==> src/rtl/sum_bcd_display_if.sv <==
`default_nettype none
// ============================================================================
// Module      : sum_bcd_display_if
// Description : Bundle of the sum/BCD/display signals for sum_bcd_display.
//               master = producer of init/sum_in and consumer of the display
//               outputs; slave = the sum_bcd_display block.
//   init    capture strobe
//   sum_in  binary sum {co,zi} from the adder, WIDTH bits
//   busy    conversion in progress
//   done    one-cycle pulse, bcd holds a new result
//   bcd     held result, 4 BCD nibbles, [3:0] = units
//   sseg    segments {g,f,e,d,c,b,a}, active-low
//   an      digit anodes, active-low
// Revision    : 1.0 - initial release
// ============================================================================
interface sum_bcd_display_if #(
  parameter int WIDTH = 4
);
  logic             init;
  logic [WIDTH-1:0] sum_in;
  logic             busy;
  logic             done;
  logic [15:0]      bcd;
  logic [6:0]       sseg;
  logic [3:0]       an;

  modport master (
    output init, sum_in,
    input  busy, done, bcd, sseg, an
  );

  modport slave (
    input  init, sum_in,
    output busy, done, bcd, sseg, an
  );
endinterface
`default_nettype wire

==> src/rtl/sum_bcd_display.sv <==
`default_nettype none
// ============================================================================
// Module      : sum_bcd_display
// Description : Captures the adder sum {co,zi} on an init strobe, converts it
//               to BCD with a sequential double-dabble FSM, holds the result
//               and scans it onto a 4-digit common-anode 7-segment display
//               with leading-zero blanking.
// Ports       : clk  - system clock, rising edge
//               rst  - asynchronous reset, active-high
//               bus  - sum_bcd_display_if.slave
//                        init, sum_in      (in)
//                        busy, done, bcd   (out)
//                        sseg, an          (out, active-low)
// Parameters  : WIDTH       - sum width incl. carry-out (1..13)
//               REFRESH_DIV - clk cycles per digit slot (>=2)
// Revision    : 1.0 - initial release
// ============================================================================
module sum_bcd_display #(
  parameter int WIDTH       = 4,
  parameter int REFRESH_DIV = 50000
) (
  input  wire logic         clk,
  input  wire logic         rst,
  sum_bcd_display_if.slave  bus
);

  localparam int CW = (REFRESH_DIV > 2) ? $clog2(REFRESH_DIV) : 1;
  localparam int NW = $clog2(WIDTH + 1);

  localparam logic [CW-1:0] c_cnt_max   = CW'(REFRESH_DIV - 1);
  localparam logic [NW-1:0] c_bit_count = NW'(WIDTH);
  localparam logic [NW-1:0] c_bit_last  = NW'(1);
  localparam logic [6:0]    c_seg_blank = 7'h7F;
  localparam logic [6:0]    c_seg_zero  = 7'h40;

  typedef enum logic [1:0] {
    ST_IDLE = 2'd0,
    ST_CONV = 2'd1,
    ST_DONE = 2'd2
  } state_t;

  // --------------------------------------------------------------------------
  // Conversion state
  // --------------------------------------------------------------------------
  state_t           r_state;
  logic [WIDTH-1:0] r_shift;   // remaining binary bits, MSB shifted out first
  logic [15:0]      r_scr;     // BCD scratch accumulator
  logic [NW-1:0]    r_bits;    // shifts still to perform
  logic             r_busy;
  logic             r_done;
  logic [15:0]      r_bcd;     // held, displayed result

  // Scan state
  logic [CW-1:0]    r_cnt;
  logic [1:0]       r_idx;
  logic [3:0]       r_an;
  logic [6:0]       r_sseg;

  // Double-dabble correction: +3 on every scratch nibble >= 5 before the shift
  logic [15:0]      w_adj;

  always_comb begin
    w_adj = r_scr;
    for (int i = 0; i < 4; i++) begin
      if (r_scr[i*4 +: 4] >= 4'd5) begin
        w_adj[i*4 +: 4] = r_scr[i*4 +: 4] + 4'd3;
      end
    end
  end

  // --------------------------------------------------------------------------
  // Conversion FSM
  // --------------------------------------------------------------------------
  always_ff @(posedge clk or posedge rst) begin
    if (rst) begin
      r_state <= ST_IDLE;
      r_shift <= '0;
      r_scr   <= '0;
      r_bits  <= '0;
      r_busy  <= 1'b0;
      r_done  <= 1'b0;
      r_bcd   <= '0;
    end else begin
      r_done <= 1'b0;
      case (r_state)
        ST_IDLE: begin
          if (bus.init) begin
            r_shift <= bus.sum_in;
            r_scr   <= '0;
            r_bits  <= c_bit_count;
            r_busy  <= 1'b1;
            r_state <= ST_CONV;
          end
        end
        ST_CONV: begin
          r_scr   <= {w_adj[14:0], r_shift[WIDTH-1]};
          r_shift <= r_shift << 1;
          r_bits  <= r_bits - c_bit_last;
          if (r_bits == c_bit_last) begin
            r_state <= ST_DONE;
          end
        end
        ST_DONE: begin
          // Publishing happens in one edge so the display never sees a
          // partially converted value.
          r_bcd   <= r_scr;
          r_done  <= 1'b1;
          r_busy  <= 1'b0;
          r_state <= ST_IDLE;
        end
        default: begin
          r_busy  <= 1'b0;
          r_state <= ST_IDLE;
        end
      endcase
    end
  end

  // --------------------------------------------------------------------------
  // Display scan
  // --------------------------------------------------------------------------
  logic [3:0] w_nib;
  logic       w_blank;
  logic [3:0] w_an;
  logic [6:0] w_sseg;

  function automatic logic [6:0] seg_encode(input logic [3:0] nib);
    logic [6:0] s;
    case (nib)
      4'd0:    s = 7'h40;
      4'd1:    s = 7'h79;
      4'd2:    s = 7'h24;
      4'd3:    s = 7'h30;
      4'd4:    s = 7'h19;
      4'd5:    s = 7'h12;
      4'd6:    s = 7'h02;
      4'd7:    s = 7'h78;
      4'd8:    s = 7'h00;
      4'd9:    s = 7'h10;
      default: s = c_seg_blank;
    endcase
    return s;
  endfunction

  always_comb begin
    w_nib   = r_bcd[3:0];
    w_blank = 1'b0;
    case (r_idx)
      2'd0: begin
        w_nib   = r_bcd[3:0];
        w_blank = 1'b0;
      end
      2'd1: begin
        w_nib   = r_bcd[7:4];
        w_blank = (r_bcd[15:4] == 12'd0);
      end
      2'd2: begin
        w_nib   = r_bcd[11:8];
        w_blank = (r_bcd[15:8] == 8'd0);
      end
      default: begin
        w_nib   = r_bcd[15:12];
        w_blank = (r_bcd[15:12] == 4'd0);
      end
    endcase
    w_an   = w_blank ? 4'hF : ~(4'b0001 << r_idx);
    w_sseg = w_blank ? c_seg_blank : seg_encode(w_nib);
  end

  always_ff @(posedge clk or posedge rst) begin
    if (rst) begin
      r_cnt  <= '0;
      r_idx  <= 2'd0;
      r_an   <= 4'b1110;
      r_sseg <= c_seg_zero;
    end else begin
      if (r_cnt == c_cnt_max) begin
        r_cnt <= '0;
        r_idx <= r_idx + 2'd1;
      end else begin
        r_cnt <= r_cnt + CW'(1);
      end
      r_an   <= w_an;
      r_sseg <= w_sseg;
    end
  end

  assign bus.busy = r_busy;
  assign bus.done = r_done;
  assign bus.bcd  = r_bcd;
  assign bus.an   = r_an;
  assign bus.sseg = r_sseg;

endmodule
`default_nettype wire

==> src/flat_wrapper.sv <==
// flat-port wrapper written by rule: the top's interface ports become plain ports
module sum_bcd_display_flat 
#(
  parameter int WIDTH       = 4,
  parameter int REFRESH_DIV = 50000
)
  (clk, rst, bus_init, bus_sum_in, bus_busy, bus_done, bus_bcd, bus_sseg, bus_an);
  sum_bcd_display_if #(.WIDTH(WIDTH)) bus_i ();
  input  wire logic clk;
  input  wire logic rst;
  input wire logic [$bits(bus_i.init)-1:0] bus_init;
  input wire logic [$bits(bus_i.sum_in)-1:0] bus_sum_in;
  output wire logic [$bits(bus_i.busy)-1:0] bus_busy;
  output wire logic [$bits(bus_i.done)-1:0] bus_done;
  output wire logic [$bits(bus_i.bcd)-1:0] bus_bcd;
  output wire logic [$bits(bus_i.sseg)-1:0] bus_sseg;
  output wire logic [$bits(bus_i.an)-1:0] bus_an;
  assign bus_i.init = bus_init;
  assign bus_i.sum_in = bus_sum_in;
  assign bus_busy = bus_i.busy;
  assign bus_done = bus_i.done;
  assign bus_bcd = bus_i.bcd;
  assign bus_sseg = bus_i.sseg;
  assign bus_an = bus_i.an;
  sum_bcd_display #(.WIDTH(WIDTH), .REFRESH_DIV(REFRESH_DIV)) u_core (.clk(clk), .rst(rst), .bus(bus_i));
endmodule
==> config.mk <==
export PLATFORM = sky130hd
export DESIGN_NAME = sum_bcd_display_flat
export DESIGN_NICKNAME = d
export VERILOG_FILES = /design/src/rtl/sum_bcd_display_if.sv /design/src/rtl/sum_bcd_display.sv /design/src/flat_wrapper.sv
export SDC_FILE = /design/constraint.sdc
export NUM_CORES = 1
export LEC_CHECK = 0
export ABC_AREA = 1
export CAP_MARGIN = 25
export CORE_MARGIN = 1
export CORE_UTILIZATION = 51
export DETAILED_ROUTE_END_ITERATION = 7
export PLACE_DENSITY_LB_ADDON = 0.2
export SLEW_MARGIN = 0
export SYNTH_ARGS = -nofsm -noshare
export SYNTH_HDL_FRONTEND = slang
export SYNTH_SLANG_ARGS = --single-unit
==> constraint.sdc <==
create_clock -name clk -period 2.65 [get_ports clk]
set_clock_uncertainty 0.2 [all_clocks]
set_input_delay 0.53 -clock clk [delete_from_list [all_inputs] [get_ports clk]]
set_output_delay 0.53 -clock clk [all_outputs]
set_load 0.02 [all_outputs]
==> metrics.csv <==
metric,value,unit
fin_tns_setup,0,ps
holdBufCountCts,0,
drt_iter0_markers,178,
io_pins,36,
cts_setup_buffers,0,
rows,30,
crit_arrival,1450,ps
port_buffers,35,
end_kind,primary output,
clock_path_buffers,2,
hold_viol,0,
worstPathRequired,1920,ps
vias,2871,
syn_to_final_growth,19.1,%
tritoncts,done,
dieArea,7370,sq um
grt_use_total,20.9,%
postRouteAntennaNets,0,
worstPathCellList,clkdlybuf4s50_1,
syn_avg_cell_area,8.48,sq um
muxShareOfSynthArea,0,%
grt_overflow_total,0,
cts_root_buffer,clkbuf_8,
powerDensity,1050,nW/um^2
report.final.slew_viol_count,0,
slowest_stage,clkdlybuf4s50_1,
cp_slowest_stage_delay,590,ps
grt_start_max_net_pins,37,
antenna_found_initial,0,
synthCells,423,
grt_first_pass_wirelength,12.2,mm
die_x,85.9,um
post-route-util,62.9,%
synth_compound_area_share,11.4,%
timing.final.crit_period,2180,ps
clk_latency,340,ps
rsz0062_at_grt,false,
synth_nets,449,
status,"finished, final reports clean",
netlist_area,3590,sq um
core,6790,sq um
ys_warn_count,0,
synth-seq-cells,72,
first_pass_iters,4,
cts_buffers,9,
max-cap-violations,0,
synthXorXnorAreaFrac,2.93,%
fp.dieH,85.9,um
postCtsResizedCells,0,
placed_cells,552,
cts_sinks,72,
start_util,52.8,%
first_global_vias,2700,
p_leak,2.10,nW
finalWirelength,7.09,mm
synth_top_family_by_area,simple AND/OR/NAND/NOR gates,
wl_per_cell,12.5,um
diodes,0,
path_clk_slew,70,ps
critical-path-top-delay-family,buffers and inverters,
gp_congestion,0.864,
synthAdderAreaFrac,6.63,%
synth_cell_types,32,
worstPathMaxFanout,1,
htree_levels,3,
cp_num_buf_inv,1,
hold_class,in -> async,
vdd_drop_max,576,uV
path_class,reg -> out,
worst_slew_pin_slew,524,ps
drive_gt1_share,8.47,%
synth_seq_area_share,50.4,%
instances_no_fill,568,
via_per_inst,5.05,
finalCritPeriodShare,82.2,%
yosys.area_share.simple,22.0,%
clock.fmax,459,MHz
setup_viol,0,
crit_path_start_kind,flip-flop,
hpwl,5.21,mm
route.detailed.drc,0,
nNetsFinal,493,
slew_headroom,65.0,%
where the power goes:
part | total [mW] | switching, mW | internal (mW)
Sequential | 1.72 | 0.261 | 1.46
Combinational | 1.93 | 1.15 | 0.779
Clock | 0.835 | 0.379 | 0.457
cells in the final DEF, fill, tap and decap left out, drive strengths merged:
| cell | n |
|---|---|
| clkdlybuf4s50 | 35 |
| or2 | 3 |
| a31oi | 1 |
| nor2 | 33 |
| nor4 | 1 |
| xnor2 | 1 |
| buf | 3 |
| xor2 | 11 |
| nor3 | 10 |
| clkinv | 5 |
| ha | 19 |
| nand3 | 25 |
| dfrtp | 68 |
| bufinv | 1 |
| o21bai | 1 |
| dfstp | 4 |
| clkbuf | 12 |
| a22oi | 1 |
| inv | 55 |
| nand2 | 109 |
| nand4 | 3 |
| a21oi | 11 |
| o21ai | 47 |
| o22ai | 8 |
| o211ai | 5 |
through the flow:
| step | worst slack (ps) | area (sq um) | hold slack, ps | power (mW) |
|---|---|---|---|---|
| finish | 472 | 4270 | 267 | 4.49 |
| detailed placement | 535 | 4080 | 266 | 3.68 |
| global placement | 614 | 4080 | 269 | 3.61 |
| floorplan | 102 | 3590 | 244 | 2.99 |
| CTS | 457 | 4270 | 275 | 4.52 |
| global route | 274 | 4270 | 307 | 4.87 |
layout make-up:
cell class | instances | area (sq um)
sequential | 72 | 1810
timing repair buffer | 38 | 398
clock buffer | 12 | 145
clock inverter | 4 | 45.0
multi-input combinational | 289 | 1540
tap | 96 | 120
fill | 617 | 2520
inverter | 57 | 216
cells by family (layout without fill, tap and decap cells):
group | count (synthesis) | in the layout
and+or+nand+nor | 184 | 184
AOI/OAI and AO/OA | 74 | 74
DFF | 72 | 72
buffers and inverters | 62 | 111
adders and majority gates | 19 | 19
xor gates and xnor gates | 12 | 12
worst paths after layout:
kind | start | to | slack [ps] | depth (start not counted)
min in group clk | u_core.r_bits[2] | u_core.r_state[1] | 280 | 1
max reg2reg | u_core.r_idx[0] | u_core.bus.sseg[3] | 530 | 10
min | rst | u_core.r_cnt[7] | 270 | 2
min reg2reg | u_core.r_bits[2] | u_core.r_state[1] | 280 | 1
max | u_core.bus.sseg[6] | bus_sseg[6] | 470 | 1
max in group asynchronous | rst | u_core.bus.an[3] | 1410 | 3
cells in the mapped netlist, drive strengths merged:
| cell type | n | area [sq um] |
|---|---|---|
| nand3 | 25 | 125 |
| clkinv | 2 | 10.0 |
| o22ai | 8 | 56.3 |
| a21oi | 11 | 55.1 |
| inv | 55 | 206 |
| dfrtp | 68 | 1700 |
| or2 | 3 | 21.3 |
| o21ai | 47 | 239 |
| nor2 | 33 | 136 |
| xnor2 | 1 | 8.76 |
| o21bai | 1 | 7.51 |
| buf | 3 | 15.0 |
| nand2 | 109 | 422 |
| dfstp | 4 | 105 |
| a31oi | 1 | 6.26 |
| clkbuf | 2 | 7.51 |
| ha | 19 | 238 |
| xor2 | 11 | 96.3 |
| nor3 | 10 | 60.1 |
| nor4 | 1 | 6.26 |
| nand4 | 3 | 18.8 |
| a22oi | 1 | 7.51 |
| o211ai | 5 | 37.5 |
routing by layer:
layer,vias to the layer above,global-route usage (%),wire [um]
li1,1455,-,-
met1,1352,27.1,3360
met2,54,34.5,3360
met3,10,4.14,236
met4,0,8.33,127
met5,-,0,0
flip-flops by register name, indices dropped and copies added, names as in the netlist:
register,flops
u_core.r_scr,16
u_core.r_idx,2
u_core.bus.done,1
u_core.r_shift,4
u_core.bus.busy,1
u_core.r_state,2
u_core.r_cnt,16
u_core.bus.bcd,16
u_core.bus.sseg,7
u_core.r_bits,3
u_core.bus.an,4
Power figures use the tool's default switching activity.
